**src/rtl/regex_ctx_pkg.sv**
```systemverilog
// Shared definitions for the per-stream regex context manager:
// the context FSM encoding and the default parameter values.
package regex_ctx_pkg;

    localparam int DEF_STATE_W  = 11;
    localparam int DEF_STREAM_W = 6;
    localparam int DEF_COUNT_W  = 16;

    typedef enum logic [1:0] {
        ST_IDLE   = 2'd0,
        ST_LOAD   = 2'd1,
        ST_ACTIVE = 2'd2,
        ST_SAVE   = 2'd3
    } ctx_state_e;

endpackage

```
**src/rtl/regex_ctx_mem.sv**
```systemverilog
// Context storage: one saved DFA state word per stream.
// Single write port, asynchronous read, so it maps onto distributed RAM.
// Contents are never reset; the owner masks stale entries with valid bits.
module regex_ctx_mem #(
    parameter int ADDR_W = 6,
    parameter int DATA_W = 11
) (
    input  logic              clk,
    input  logic              we,
    input  logic [ADDR_W-1:0] waddr,
    input  logic [DATA_W-1:0] wdata,
    input  logic [ADDR_W-1:0] raddr,
    output logic [DATA_W-1:0] rdata
);

    logic [DATA_W-1:0] mem [2**ADDR_W];

    // Write port: store the matcher state at the end of a packet
    always_ff @(posedge clk) begin
        if (we) begin
            mem[waddr] <= wdata;
        end
    end

    assign rdata = mem[raddr];

endmodule

```
**src/rtl/regex_stream_ctx.sv**
```systemverilog
// Per-stream context switcher for an external DFA matcher.
// On packet start the stream's saved state is loaded into the matcher,
// payload bytes are forwarded while the packet is active, and at packet
// end the matcher state is written back and the match counter updated.
module regex_stream_ctx
    import regex_ctx_pkg::*;
#(
    parameter int STATE_W  = DEF_STATE_W,
    parameter int STREAM_W = DEF_STREAM_W,
    parameter int COUNT_W  = DEF_COUNT_W
) (
    input  logic                clk,
    input  logic                rst_n,
    input  logic                sop,
    input  logic [STREAM_W-1:0] stream_id,
    input  logic                enable,
    input  logic [7:0]          char_in,
    input  logic                char_in_vld,
    input  logic                eop,
    input  logic                clear_all,
    output logic [7:0]          dfa_char,
    output logic                dfa_char_vld,
    output logic [STATE_W-1:0]  dfa_state_in,
    output logic                dfa_state_in_vld,
    input  logic [STATE_W-1:0]  dfa_state_out,
    input  logic                dfa_accept,
    output logic [COUNT_W-1:0]  count,
    output logic                fired,
    output logic                busy,
    output logic                err_proto
);

    localparam int NUM_STREAMS = 2**STREAM_W;
    localparam logic [COUNT_W-1:0] COUNT_MAX = {COUNT_W{1'b1}};

    ctx_state_e              state_q;
    ctx_state_e              state_d;
    logic [STREAM_W-1:0]     sid_q;
    logic                    en_q;
    logic [NUM_STREAMS-1:0]  valid_q;
    logic [STATE_W-1:0]      rd_data;
    logic                    mem_we;
    logic                    proto_viol;
    logic [COUNT_W-1:0]      count_q;
    logic                    fired_q;
    logic                    err_q;
    logic                    hit;

    regex_ctx_mem #(
        .ADDR_W (STREAM_W),
        .DATA_W (STATE_W)
    ) u_mem (
        .clk   (clk),
        .we    (mem_we),
        .waddr (sid_q),
        .wdata (dfa_state_out),
        .raddr (sid_q),
        .rdata (rd_data)
    );

    assign hit       = fired_q | dfa_accept;
    assign count     = count_q;
    assign fired     = fired_q;
    assign err_proto = err_q;
    assign busy      = (state_q != ST_IDLE);

    // FSM state register
    always_ff @(posedge clk) begin
        if (!rst_n) begin
            state_q <= ST_IDLE;
        end else begin
            state_q <= state_d;
        end
    end

    // Next state, matcher interface and protocol checks
    always_comb begin
        state_d          = state_q;
        dfa_char         = 8'h00;
        dfa_char_vld     = 1'b0;
        dfa_state_in     = '0;
        dfa_state_in_vld = 1'b0;
        mem_we           = 1'b0;
        case (state_q)
            ST_IDLE: begin
                if (sop) begin
                    state_d = ST_LOAD;
                end
            end
            ST_LOAD: begin
                dfa_state_in_vld = 1'b1;
                dfa_state_in     = valid_q[sid_q] ? rd_data : '0;
                state_d          = ST_ACTIVE;
            end
            ST_ACTIVE: begin
                dfa_char     = char_in;
                dfa_char_vld = char_in_vld;
                if (eop) begin
                    state_d = ST_SAVE;
                end
            end
            ST_SAVE: begin
                mem_we  = en_q & rst_n;
                state_d = ST_IDLE;
            end
            default: begin
                state_d = ST_IDLE;
            end
        endcase
        proto_viol = (sop && (state_q != ST_IDLE))
                   || (eop && (state_q != ST_ACTIVE))
                   || (char_in_vld && (state_q != ST_ACTIVE));
    end

    // Capture the stream id at packet start and the enable at packet end
    always_ff @(posedge clk) begin
        if ((state_q == ST_IDLE) && sop) begin
            sid_q <= stream_id;
        end
        if ((state_q == ST_ACTIVE) && eop) begin
            en_q <= enable;
        end
    end

    // Valid bits: a global clear beats a write-back to the same cycle
    always_ff @(posedge clk) begin
        if (!rst_n) begin
            valid_q <= '0;
        end else if (clear_all) begin
            valid_q <= '0;
        end else if (mem_we) begin
            valid_q[sid_q] <= 1'b1;
        end
    end

    // Per-packet match flag and saturating count of matching packets
    always_ff @(posedge clk) begin
        if (!rst_n) begin
            fired_q <= 1'b0;
            count_q <= '0;
        end else begin
            case (state_q)
                ST_LOAD: begin
                    fired_q <= 1'b0;
                end
                ST_ACTIVE: begin
                    if (dfa_accept) begin
                        fired_q <= 1'b1;
                    end
                end
                ST_SAVE: begin
                    if (en_q) begin
                        fired_q <= hit;
                        if (hit && (count_q != COUNT_MAX)) begin
                            count_q <= count_q + COUNT_W'(1);
                        end
                    end else begin
                        fired_q <= 1'b0;
                    end
                end
                default: begin
                end
            endcase
        end
    end

    // Sticky protocol-violation flag
    always_ff @(posedge clk) begin
        if (!rst_n) begin
            err_q <= 1'b0;
        end else if (proto_viol) begin
            err_q <= 1'b1;
        end
    end

endmodule

```
**config.mk**
```make
export PLATFORM = sky130hd
export DESIGN_NAME = regex_stream_ctx
export DESIGN_NICKNAME = d
export VERILOG_FILES = /design/src/rtl/regex_ctx_pkg.sv /design/src/rtl/regex_ctx_mem.sv /design/src/rtl/regex_stream_ctx.sv
export SDC_FILE = /design/constraint.sdc
export NUM_CORES = 1
export LEC_CHECK = 0
export BUFFER_PORTS_ARGS = -buffer_cell sky130_fd_sc_hd__buf_2
export CAP_MARGIN = 20
export CORE_MARGIN = 8
export CORE_UTILIZATION = 45
export DETAILED_ROUTE_END_ITERATION = 7
export MAX_ROUTING_LAYER = met4
export RECOVER_POWER = 50
export SYNTH_ARGS = -nofsm -noshare
export SYNTH_HDL_FRONTEND = slang
export SYNTH_HIERARCHICAL = 1
export SYNTH_SLANG_ARGS = --single-unit
```
**constraint.sdc**
```tcl
create_clock -name clk -period 3.8 [get_ports clk]
set_clock_uncertainty 0.15 [all_clocks]
set_input_delay 0.38 -clock clk [delete_from_list [all_inputs] [get_ports clk]]
set_output_delay 0.38 -clock clk [all_outputs]
set_load 0.02 [all_outputs]
```
==> tab_implementation.tex <==
\begin{tabular}{lr}
\hline
Metric & Value \\
\hline
\multicolumn{2}{l}{\textbf{Run status}} \\
\quad Status & finished with violations \\
\quad Failing checks & max-capacitance violations, max-slew violations, negative setup slack \\
\multicolumn{2}{l}{\textbf{Yosys}} \\
\quad Mapped Cells & 1747 \\
\quad Most area-consuming cells after synthesis & edfxtp\_1 68\%, mux4\_2 12\%, dfxtp\_1 5.4\%, mux2i\_1 2.5\%, nor2\_1 1.8\% \\
\quad Number of warning messages in the yosys log & 6 \\
\quad Sequential element share of the synthesized area & 73.3\% \\
\quad Unique masters post-synth & 60 \\
\quad Top cell type's share of synthesized area & 67.9\% \\
\quad Dominant synthesized flop cell & edfxtp\_1 \\
\quad Area of the mapped netlist & 31400 sq um \\
\quad Cell accounting for the most synthesized area & edfxtp\_1 \\
\quad Post-synthesis area per instance & 18.0 sq um \\
\quad Post-synth net total & between 1500 and 2000 \\
\quad Number of enable-type register cells in the synthesized netlist & 711 \\
\quad Total of flip-flops plus latches after synthesis & 795 \\
\quad Fraction of registers with async set or reset after synthesis & 0\% \\
\multicolumn{2}{l}{\textbf{GRT}} \\
\quad Number of global-route vias before repair & 17500 \\
\quad Global-route wire length before repair & 116000 microns \\
\quad Overflow left after global routing & 0 \\
\quad Pin count of the biggest net entering global routing & 65 \\
\quad Overall Global Routing Usage & 20.5\% \\
\quad Number of antenna violations at the first check in global routing & 1 \\
\multicolumn{2}{l}{\textbf{Power and ir drop}} \\
\quad Part of the power in the clock network & a little over a third \\
\quad Cell Pwr Density & 569 nW/um\^{}2 \\
\quad Design internal power & around 0.016 W \\
\quad Power share of the sequential group & 44.8\% \\
\quad Switching Power & 0.00564 W \\
\quad Share of total power consumed by net switching & 26.3\% \\
\quad Leakage power & 12.3 nW \\
\quad Peak VDD IR & 0.434 mV \\
\quad Part of the power in combinational logic & 18.7\% \\
\multicolumn{2}{l}{\textbf{Timing}} \\
\quad Slew headroom & -79.3\% \\
\quad Share of the cycle needed by the critical path after routing & 101\% \\
\quad PnR worst setup slack & -0.0296 ns \\
\quad Pins over their slew limit & between 500 and 600 \\
\quad Max Freq & approximately 0.26 GHz \\
\quad Endpoints failing setup & 5 \\
\quad Setup repair after global routing missed its margin & yes \\
\quad Final hold violation count & 0 \\
\quad Minimum clock period after layout & 3.83 ns \\
\quad Least-Margin Pin Slew & 2.69 ns \\
\multicolumn{2}{l}{\textbf{Routing}} \\
\quad Remaining design rule violation count & 0 \\
\quad Total via count after detailed routing & 17400 \\
\quad Detail Route Antenna Nets & 0 \\
\quad Detailed Routing Iterations Pass 1 & 5 \\
\quad Per-cell routed wire length & 26.5 microns \\
\quad Vias per std cell & 5.78 \\
\quad Number of violations reported at the end of detailed-routing iteration 0 & 1565 \\
\quad Routed wire length & around 80000 microns \\
\multicolumn{2}{l}{\textbf{Placement}} \\
\quad Placement Cell Area & between 30000 and 40000 sq um \\
\quad Number of instances in the placed design & 2800 \\
\quad Final HPWL from detailed placement & 48000 microns \\
\quad Place WS & 0.268 ns \\
\quad \# port buffers & between 70 and 80 \\
\quad RePlAce Congestion & 0.867 \\
\multicolumn{2}{l}{\textbf{Finish}} \\
\quad Non-filler cells, final & around 3000 \\
\quad Total Nets Final & $\sim$2000 \\
\quad Area of combinational cells with multiple inputs & 8360 sq um \\
\quad Post-route cell area & 37700 sq um \\
\quad Layout overhead on the synthesized area & 20.1\% \\
\quad Fraction of final layout cells sized beyond drive strength 1 & between 20\% and 30\% \\
\quad Reg area & 23000 sq um \\
\quad Fill cell instance count of the final layout & 5440 \\
\multicolumn{2}{l}{\textbf{Clock network}} \\
\quad Clock slew at reported path FFs & 0.06 ns \\
\quad Number of buffers created by CTS & 81 \\
\quad Clk Tree Root Cell & clkbuf\_16 \\
\quad Clock latency of the later-clocked register in the worst-skew pair & 0.63 ns \\
\quad Maximum buffer depth of the clock tree & 3 \\
\quad Sink count of the clock tree & 795 \\
\quad H-Tree Depth & 3 \\
\quad TritonCTS clock tree & yes \\
\multicolumn{2}{l}{\textbf{Worst setup path}} \\
\quad Setup crit start & sid\_q[0] \\
\quad Required time at the endpoint of the critical path & 3.27 ns \\
\quad Reg-to-Reg Start & sid\_q[2] \\
\quad FF-to-FF setup slack & about 0.75 ns \\
\quad Reg-to-Reg End & u\_mem/mem[9][6] \\
\quad Maximum fanout along the worst path & 10 \\
\quad Critical Path AT & 3.30 ns \\
\quad Worst reg2reg path depth & 7 \\
\quad Crit path to & dfa\_state\_in[5] \\
\quad Crit. End Element & primary output \\
\quad Type of origin of the critical path & flip-flop \\
\quad Type of the worst setup path & flip-flop to primary output \\
\multicolumn{2}{l}{\textbf{Floorplan}} \\
\quad Die outline area & 78500 sq um \\
\quad Horizontal extent of the die & between 200 and 300 microns \\
\quad Initial core utilization & 45.2\% \\
\quad Placement row count & 97 \\
\quad Die extent in y & 280 microns \\
\quad Ports placed on the boundary & between 70 and 80 \\
\quad Core Region & 69500 sq um \\
\multicolumn{2}{l}{\textbf{Job}} \\
\quad Count of max-cap constraint violations & 13 \\
\multicolumn{2}{l}{\textbf{Hold path}} \\
\quad Class of the most critical hold timing path & primary input to flip-flop \\
\hline
\end{tabular}
repair_timing:
action | in CTS | in global routing
hold buffers | 13 | 2
pin swaps | 11 | 32
cloned | 9 | 9
hold endpoints to repair | 11 | 17
setup buffers | 9 | 20
setup endpoints to repair | 11 | 11
resized for setup | 70 | 101
state kept, by name, summed over array words and instances, names as in the netlist:
name       count
count         16
sid_q          6
valid_q       64
fired          1
en_q           1
u_mem/mem    704
state_q        2
err_proto      1
synthesized netlist by cell type (11+ instances only):
library cell	count
edfxtp_1	711
mux4_2	163
nor2_1	147
a21oi_1	105
dfxtp_1	84
mux2i_1	77
nand2_1	56
clkbuf_1	45
buf_2	32
nand3_1	27
nor2b_1	23
a221oi_1	22
nand3b_1	17
a211oi_1	16
and2_1	15
o21ai_0	15
nor4_1	13
o22ai_1	13
a22oi_1	12
buf_1	11
nor3_1	11
worst max-delay path, stage by stage, from the launching register on:
cell and delay (ns):
edfxtp_1 0.46, buf_12 0.20, buf_16 0.16, buf_4 0.18, clkbuf_16 0.18, or3b_2 0.46, a21oi_1 0.26, o41ai_4 0.09
buf_4 0.17, and4_4 0.21, a21oi_2 0.15, buf_6 0.14
power groups by stage:
stage | logic, W | clock network (W) | registers, W
2_1_floorplan | 0.00213 | 0 | 0.00979
3_3_place_gp | 0.00330 | 0 | 0.00980
3_5_place_dp | 0.00332 | 0 | 0.00981
4_1_cts | 0.00379 | 0.00801 | 0.00960
5_1_grt | 0.00423 | 0.00834 | 0.00961
6_report | 0.00401 | 0.00784 | 0.00961
cell usage in the layout (no fill, tap or decap), types with 8 or more instances in the layout:
| cell | count |
|---|---|
| clkbuf_1 | 66 |
| a21oi_2 | 14 |
| nand2_1 | 50 |
| buf_16 | 9 |
| a22oi_1 | 10 |
| a21oi_1 | 89 |
| nand3_1 | 27 |
| or3b_2 | 9 |
| buf_4 | 130 |
| dfxtp_1 | 84 |
| xnor2_1 | 8 |
| nor2b_1 | 17 |
| nand3b_1 | 17 |
| buf_12 | 15 |
| nor2_1 | 147 |
| and2_1 | 12 |
| mux4_2 | 163 |
| inv_1 | 10 |
| buf_6 | 19 |
| a31o_1 | 9 |
| clkbuf_16 | 89 |
| a221oi_2 | 8 |
| o21ai_0 | 14 |
| buf_2 | 27 |
| nor3_1 | 11 |
| a211oi_2 | 8 |
| dlygate4sd3_1 | 15 |
| clkinv_1 | 21 |
| edfxtp_1 | 711 |
| clkinv_2 | 10 |
| a221oi_1 | 14 |
| mux2i_1 | 69 |
cell type report:
cell class	count	share of cell area (%)
clock inverter	47	1.31
sequential	795	61.0
antenna	1	0.00663
tap	940	3.12
multi-input combinational	836	22.2
inverter	12	0.119
clock buffer	103	5.67
timing repair buffer	274	6.59
how the worst min path moves through the flow:
stage	start	to	slack, ns	cells after the start
6_report	sop	state_q[1]	0.09	4
3_5_place_dp	valid_q[58]	valid_q[58]	0.30	2
2_1_floorplan	valid_q[37]	valid_q[37]	0.28	2
5_1_grt	sop	state_q[1]	0.11	4
3_3_place_gp	valid_q[48]	valid_q[48]	0.29	2
4_1_cts	sop	state_q[1]	0.05	4
cell families (layout without fill, tap and decap cells):
kind of cell               Yosys count  in the layout  synth area share (%)
DFF                                795            795                  73.3
and+or+nand+nor                    351            352                  5.46
muxes                              243            243                  14.3
AOI/OAI and AO/OA                  225            225                  4.64
buffers and inverters              117            436                  1.79
xor gates and xnor gates            10             10                 0.279
adders and majority gates            6              6                 0.239
other                                0              1                     0
per-layer routing:
metal  routed length, microns  vias to the layer above  GRT usage (%)
li1                         -                     7565              -
met1                    33100                     9129           26.6
met2                    38900                      583           32.3
met3                     5270                      122           4.12
met4                     2350                        0           6.98
met5                        0                        -              -
through the flow:
step / power [W] / hold slack [ns] / utilization, % / TNS, ns
after CTS: 0.0214 / 0.0496 / 53.4 / -0.611
final: 0.0215 / 0.0911 / 54.3 / -0.0944
after detailed placement: 0.0131 / 0.301 / 48.4 / 0
after floorplan: 0.0119 / 0.278 / - / 0
after global placement: 0.0131 / 0.290 / 48.4 / 0
after global routing: 0.0222 / 0.108 / 54.3 / -0.635
(Power assumes the default switching activity.)
